### config.mk
export PLATFORM = sky130hd
export DESIGN_NAME = uart_tx_cipher
export DESIGN_NICKNAME = d
export VERILOG_FILES = /design/src/rtl/uart_pkg.sv /design/src/rtl/uart_tx_fifo.sv /design/src/rtl/uart_tx_cipher.sv
export SDC_FILE = /design/constraint.sdc
export NUM_CORES = 1
export LEC_CHECK = 0
export ABC_AREA = 1
export BUFFER_PORTS_ARGS = -buffer_cell sky130_fd_sc_hd__buf_2
export CAP_MARGIN = 20
export CORE_MARGIN = 5
export CORE_UTILIZATION = 65
export CTS_CLUSTER_DIAMETER = 30
export DETAILED_ROUTE_END_ITERATION = 10
export GPL_ROUTABILITY_DRIVEN = 0
export PLACE_DENSITY = 0.84
export SLEW_MARGIN = 10
export SYNTH_ARGS = -nofsm -noshare
export SYNTH_HDL_FRONTEND = slang
export SYNTH_SLANG_ARGS = --single-unit
### constraint.sdc
create_clock -name clk -period 3.15 [get_ports clk]
set_input_delay 0 -clock clk [delete_from_list [all_inputs] [get_ports clk]]
set_output_delay 0 -clock clk [all_outputs]
set_load 0.05 [all_outputs]
### src/rtl/uart_pkg.sv
// Shared UART definitions: FSM state encodings (common to tx and rx debug
// decoding), default bit timing and the link cipher key.
package uart_pkg;
  localparam logic [2:0] ST_IDLE    = 3'd0;
  localparam logic [2:0] ST_START   = 3'd1;
  localparam logic [2:0] ST_DATA    = 3'd2;
  localparam logic [2:0] ST_STOP    = 3'd3;
  localparam logic [2:0] ST_CLEANUP = 3'd4;

  localparam int         CLKS_PER_BIT_DEF = 434;
  localparam logic [7:0] CIPHER_KEY       = 8'h11;
endpackage

### src/rtl/uart_tx_fifo.sv
// Byte FIFO with first-word fall-through read data; pointers carry one extra
// MSB so full and empty are distinguishable without an occupancy counter.
module uart_tx_fifo #(
  parameter int DEPTH = 4
) (
  input  logic       clk,
  input  logic       rst,
  input  logic       wr_en,
  input  logic [7:0] wr_data,
  input  logic       rd_en,
  output logic [7:0] rd_data,
  output logic       full,
  output logic       empty
);
  localparam int AW = $clog2(DEPTH);

  logic [AW:0] wr_ptr, rd_ptr;
  logic [7:0]  mem [DEPTH];
  logic        do_wr, do_rd;

  assign empty   = (wr_ptr == rd_ptr);
  assign full    = (wr_ptr[AW] != rd_ptr[AW]) && (wr_ptr[AW-1:0] == rd_ptr[AW-1:0]);
  assign rd_data = mem[rd_ptr[AW-1:0]];
  // full is the pre-edge state, so a same-edge pop never frees room for a write
  assign do_wr   = wr_en && !full;
  assign do_rd   = rd_en && !empty;

  always_ff @(posedge clk) begin
    if (rst) begin
      wr_ptr <= '0;
      rd_ptr <= '0;
    end else begin
      if (do_wr) wr_ptr <= wr_ptr + (AW+1)'(1);
      if (do_rd) rd_ptr <= rd_ptr + (AW+1)'(1);
    end
  end

  always_ff @(posedge clk) begin
    if (do_wr) mem[wr_ptr[AW-1:0]] <= wr_data;
  end
endmodule

### src/rtl/uart_tx_cipher.sv
// 8N1 UART transmitter: FIFO-buffered bytes are XOR-enciphered with KEY and
// shifted out LSB first between a start and a stop bit.
module uart_tx_cipher
  import uart_pkg::*;
#(
  parameter int         CLKS_PER_BIT = CLKS_PER_BIT_DEF,
  parameter logic [7:0] KEY          = CIPHER_KEY,
  parameter int         FIFO_DEPTH   = 4
) (
  input  logic       clk,
  input  logic       rst,
  input  logic       tx_valid,
  input  logic [7:0] tx_data,
  output logic       tx_ready,
  output logic       tx,
  output logic       busy,
  output logic       done,
  output logic [2:0] tx_state
);
  localparam logic [11:0] CNT_LAST = 12'(CLKS_PER_BIT - 1);

  logic [2:0]  state;
  logic [11:0] cnt;
  logic [2:0]  bit_idx;
  logic [7:0]  shift;
  logic [7:0]  head;
  logic        fifo_full, fifo_empty, pop;

  assign pop      = (state == ST_IDLE) && !fifo_empty;
  assign tx_ready = !fifo_full;
  assign busy     = (state != ST_IDLE) || !fifo_empty;
  assign tx_state = state;

  uart_tx_fifo #(.DEPTH(FIFO_DEPTH)) u_fifo (
    .clk     (clk),
    .rst     (rst),
    .wr_en   (tx_valid),
    .wr_data (tx_data),
    .rd_en   (pop),
    .rd_data (head),
    .full    (fifo_full),
    .empty   (fifo_empty)
  );

  always_ff @(posedge clk) begin
    if (rst) begin
      state   <= ST_IDLE;
      tx      <= 1'b1;
      done    <= 1'b0;
      cnt     <= '0;
      bit_idx <= '0;
      shift   <= '0;
    end else begin
      case (state)
        ST_IDLE: begin
          tx <= 1'b1;
          if (pop) begin
            shift <= head ^ KEY;
            tx    <= 1'b0;
            cnt   <= '0;
            state <= ST_START;
          end
        end
        ST_START: begin
          if (cnt == CNT_LAST) begin
            tx      <= shift[0];
            cnt     <= '0;
            bit_idx <= '0;
            state   <= ST_DATA;
          end else begin
            cnt <= cnt + 12'd1;
          end
        end
        ST_DATA: begin
          if (cnt == CNT_LAST) begin
            cnt <= '0;
            if (bit_idx == 3'd7) begin
              tx    <= 1'b1;
              state <= ST_STOP;
            end else begin
              // next bit goes on the line as the register shifts
              shift   <= {1'b0, shift[7:1]};
              tx      <= shift[1];
              bit_idx <= bit_idx + 3'd1;
            end
          end else begin
            cnt <= cnt + 12'd1;
          end
        end
        ST_STOP: begin
          if (cnt == CNT_LAST) begin
            cnt   <= '0;
            done  <= 1'b1;
            state <= ST_CLEANUP;
          end else begin
            cnt <= cnt + 12'd1;
          end
        end
        ST_CLEANUP: begin
          done  <= 1'b0;
          state <= ST_IDLE;
        end
        default: begin
          tx    <= 1'b1;
          done  <= 1'b0;
          state <= ST_IDLE;
        end
      endcase
    end
  end
endmodule
==> results.md <==
* Slowest CP cell: nor2_1
* Most frequent cells in the layout: 89 x nand2_1, 63 x nor2_1, 38 x inv_1
* Hold Path Class: in -> reg
* CTS hold repair buffers at 9
* DPL Wire Length at around 5000 microns
* Hold depth at 2
* Avg Inst Size Synth at 8.226 sq um
* Total global-route track usage at 0.2468
* Ant diodes at 0
* Tcrit/Tclk final at 0.6140
* Status: complete, no violations
* Worst path cell trace: inv_1 > nand2_1 > nand2_1 > nand4_1 > nand2_1 > nor2_1
* Worst Path Required at 3.13 ns
* Number of setup buffers added after CTS at 0
* Slew headroom at 0.4728
* Worst Slack Setup Final at between 1 and 1.5 ns
* Ys Warns at 0
* Worst path buffer plus inverter count at 1
* Clk_lat worst skew at ~0.35 ns
* Worst EP arrival at 1.91 ns
* CTS root buf: clkbuf_8
* Core area at between 5000 and 6000 sq um
* DRT Pass-1 Iters at 5
* Largest delay share family, worst path: simple AND/OR/NAND/NOR gates
* Total CTS buffers at 9
* DRC Markers at 0
* Detailed Route Iter0 Violations at roughly 300
* Synthesized area at approximately 3300 sq um
* LEAKAGE at between 1.5 and 2 nW
* Post-Syn Nets at 424
* Share of layout cells above drive strength 1 at 0.1350
* Bufs on Longest Clock Path at 2
* VDD IR max at 496.8 uV
* # nets final at roughly 450
* Critical path launch point type: flip-flop
* Reg2Reg Depth at 6
* Max cap viols at 0
* Post-detailed-routing wire length at 7224 microns
* Die Area at between 6000 and 7000 sq um
* Starting density of the core at 0.6591
* Least-Margin Pin Slew at about 0.79 ns
* Hold endpoint: shift[7]
* Clk slew on worst S/H paths at around 0.080 ns
* Post-layout util at 0.7452
* Slew Limit Fails at 0
* Final Skew at approximately 0.013 ns
* Most frequent cell on the critical path: nand2_1
* Initial antenna violation count at 0
* Final hold vios at 0
* Critical path class: reg -> reg
* PD cells at between 700 and 800 nW/um^2
* Average wire per standard cell at between 10 and 15 microns
* Drt via density at about 5.6
* TritonCTS clock tree: yes
* Register area share after synthesis at 0.5060
* Fmax at between 0.5 and 0.6 GHz
* Die height at 81.50 microns
* #FFs+latches synth at 68
* GR Overflow Total at 0
* Sum of negative setup slack at 0 ns
* Cts repair resizes at 0
* Largest stage delay, worst path at 0.58 ns
* Placement Cell Area at around 3400 sq um
* PortBufs at 17
* Sink Count at 68
* I/O pin cnt at 18
* R2r startpoint: u_fifo.wr_ptr[0]
* Leading cell type in the layout, fill and taps excluded: nand2_1
* CTS H-Tree Depth at 3
* Synth cell types at 32
* Final Cell Area at ~3800 sq um
* Vias at around 2,800
* R2r setup slk at 1.22 ns
* Final setup violating endpoints at 0
* Site Rows at 26
* Post-Synthesis Cells at slightly above 400
* Fin crit period at between 1.5 and 2 ns
* Vias in the first global route at around 2,600
* DRT antenna net count at 0
* RSZ-0062 raised after global routing: false
* Design Power at roughly 3 mW
* Area Overhead vs Synth at 13.06%
* Die W at about 80 microns
* Place WS at about 1.3 ns
* First-pass GRT wire length at roughly 12,000 microns
* Pin count of the biggest net entering global routing at 19
* Hold_sp: rst
* Reg-to-reg critical path endpoint: u_fifo.mem[0][6]
* Critical path peak fanout at 9
* Crit end category: flip-flop
routing by layer:
| metal | vias to the layer above | global-route usage | wire, microns |
|---|---|---|---|
| met1 | 1285 | 0.3088 | 3056 |
| li1 | 1393 | - | - |
| met4 | 0 | 0.09797 | 124 |
| met3 | 12 | 0.07675 | 543 |
| met2 | 127 | 0.3982 | 3500 |
| met5 | - | 0 | 0 |
power by group:
part	leakage (nW)	switching, mW	internal, mW
combinational	0.840	0.732	0.314
sequential	0.588	0.110	1.04
clock	0.112	0.354	0.451
registers in the layout, summed over array words and instances (netlist names), named ones only:
register and cells:
cnt 12, tx_state 3, done 1, u_fifo.mem 32, shift 8, u_fifo.rd_ptr 3, tx 1, bit_idx 3
u_fifo.wr_ptr 3
final cells by class:
cell class	count	area, sq um
Fill cell	354	1285
Clock inverter	7	98.84
Multi-Input combinational cell	283	1420
Tap cell	70	87.58
Timing Repair Buffer	26	175.2
Sequential cell	68	1682
Clock buffer	9	123.9
Inverter	44	170.2
worst reg2reg max path: cells and delay by family (launching register included):
| kind | cells | cell delay [ns] |
|---|---|---|
| and+or+nand+nor | 5 | 1.08 |
| DFF | 1 | 0.38 |
| buffers and inverters | 1 | 0.11 |
Yosys cell counts (all sizes together):
master    n  share of area
nand2   102           0.13
nor2     68          0.085
inv      43          0.050
dfxtp    36           0.22
edfxtp   32           0.29
o21ai    27          0.041
a21oi    26          0.040
nand3    24          0.041
nand4    13          0.024
ha        9          0.034
buf       7          0.013
nor3      6         0.0090
nand3b    3         0.0068
clkbuf    2         0.0023
clkinv    1         0.0011
o211a     1         0.0030
o21bai    1         0.0023
o22ai     1         0.0019
or2       1         0.0019
xor2      1         0.0026
logic make-up after synthesis:
logic type / synth area share
simple gates: 0.3027
fa+ha+maj: 0.03389
flops: 0.5060
buf+inv: 0.06664
xor+xnor: 0.002636
compound gates: 0.08810
how the worst max path moves through the flow:
| stage | start | to | cells past startpoint |
|---|---|---|---|
| after floorplan | u_fifo.wr_ptr[0] | u_fifo.mem[0][0] | 6 |
| after global placement | u_fifo.wr_ptr[1] | u_fifo.mem[3][1] | 6 |
| after detailed placement | u_fifo.wr_ptr[0] | u_fifo.mem[0][5] | 6 |
| after CTS | u_fifo.wr_ptr[0] | u_fifo.mem[0][6] | 6 |
| after global routing | u_fifo.wr_ptr[0] | u_fifo.mem[0][5] | 6 |
| final | u_fifo.wr_ptr[0] | u_fifo.mem[0][6] | 6 |
through the flow:
| stage | hold WS, ns | std cells |
|---|---|---|
| after global routing | 0.02833 | 507 |
| after CTS | 0.01298 | 507 |
| after floorplan | 0.09887 | 404 |
| after detailed placement | 0.2403 | 482 |
| final | 0.02473 | 507 |
| after global placement | 0.2302 | 482 |
Power figures use the tool's default switching activity.
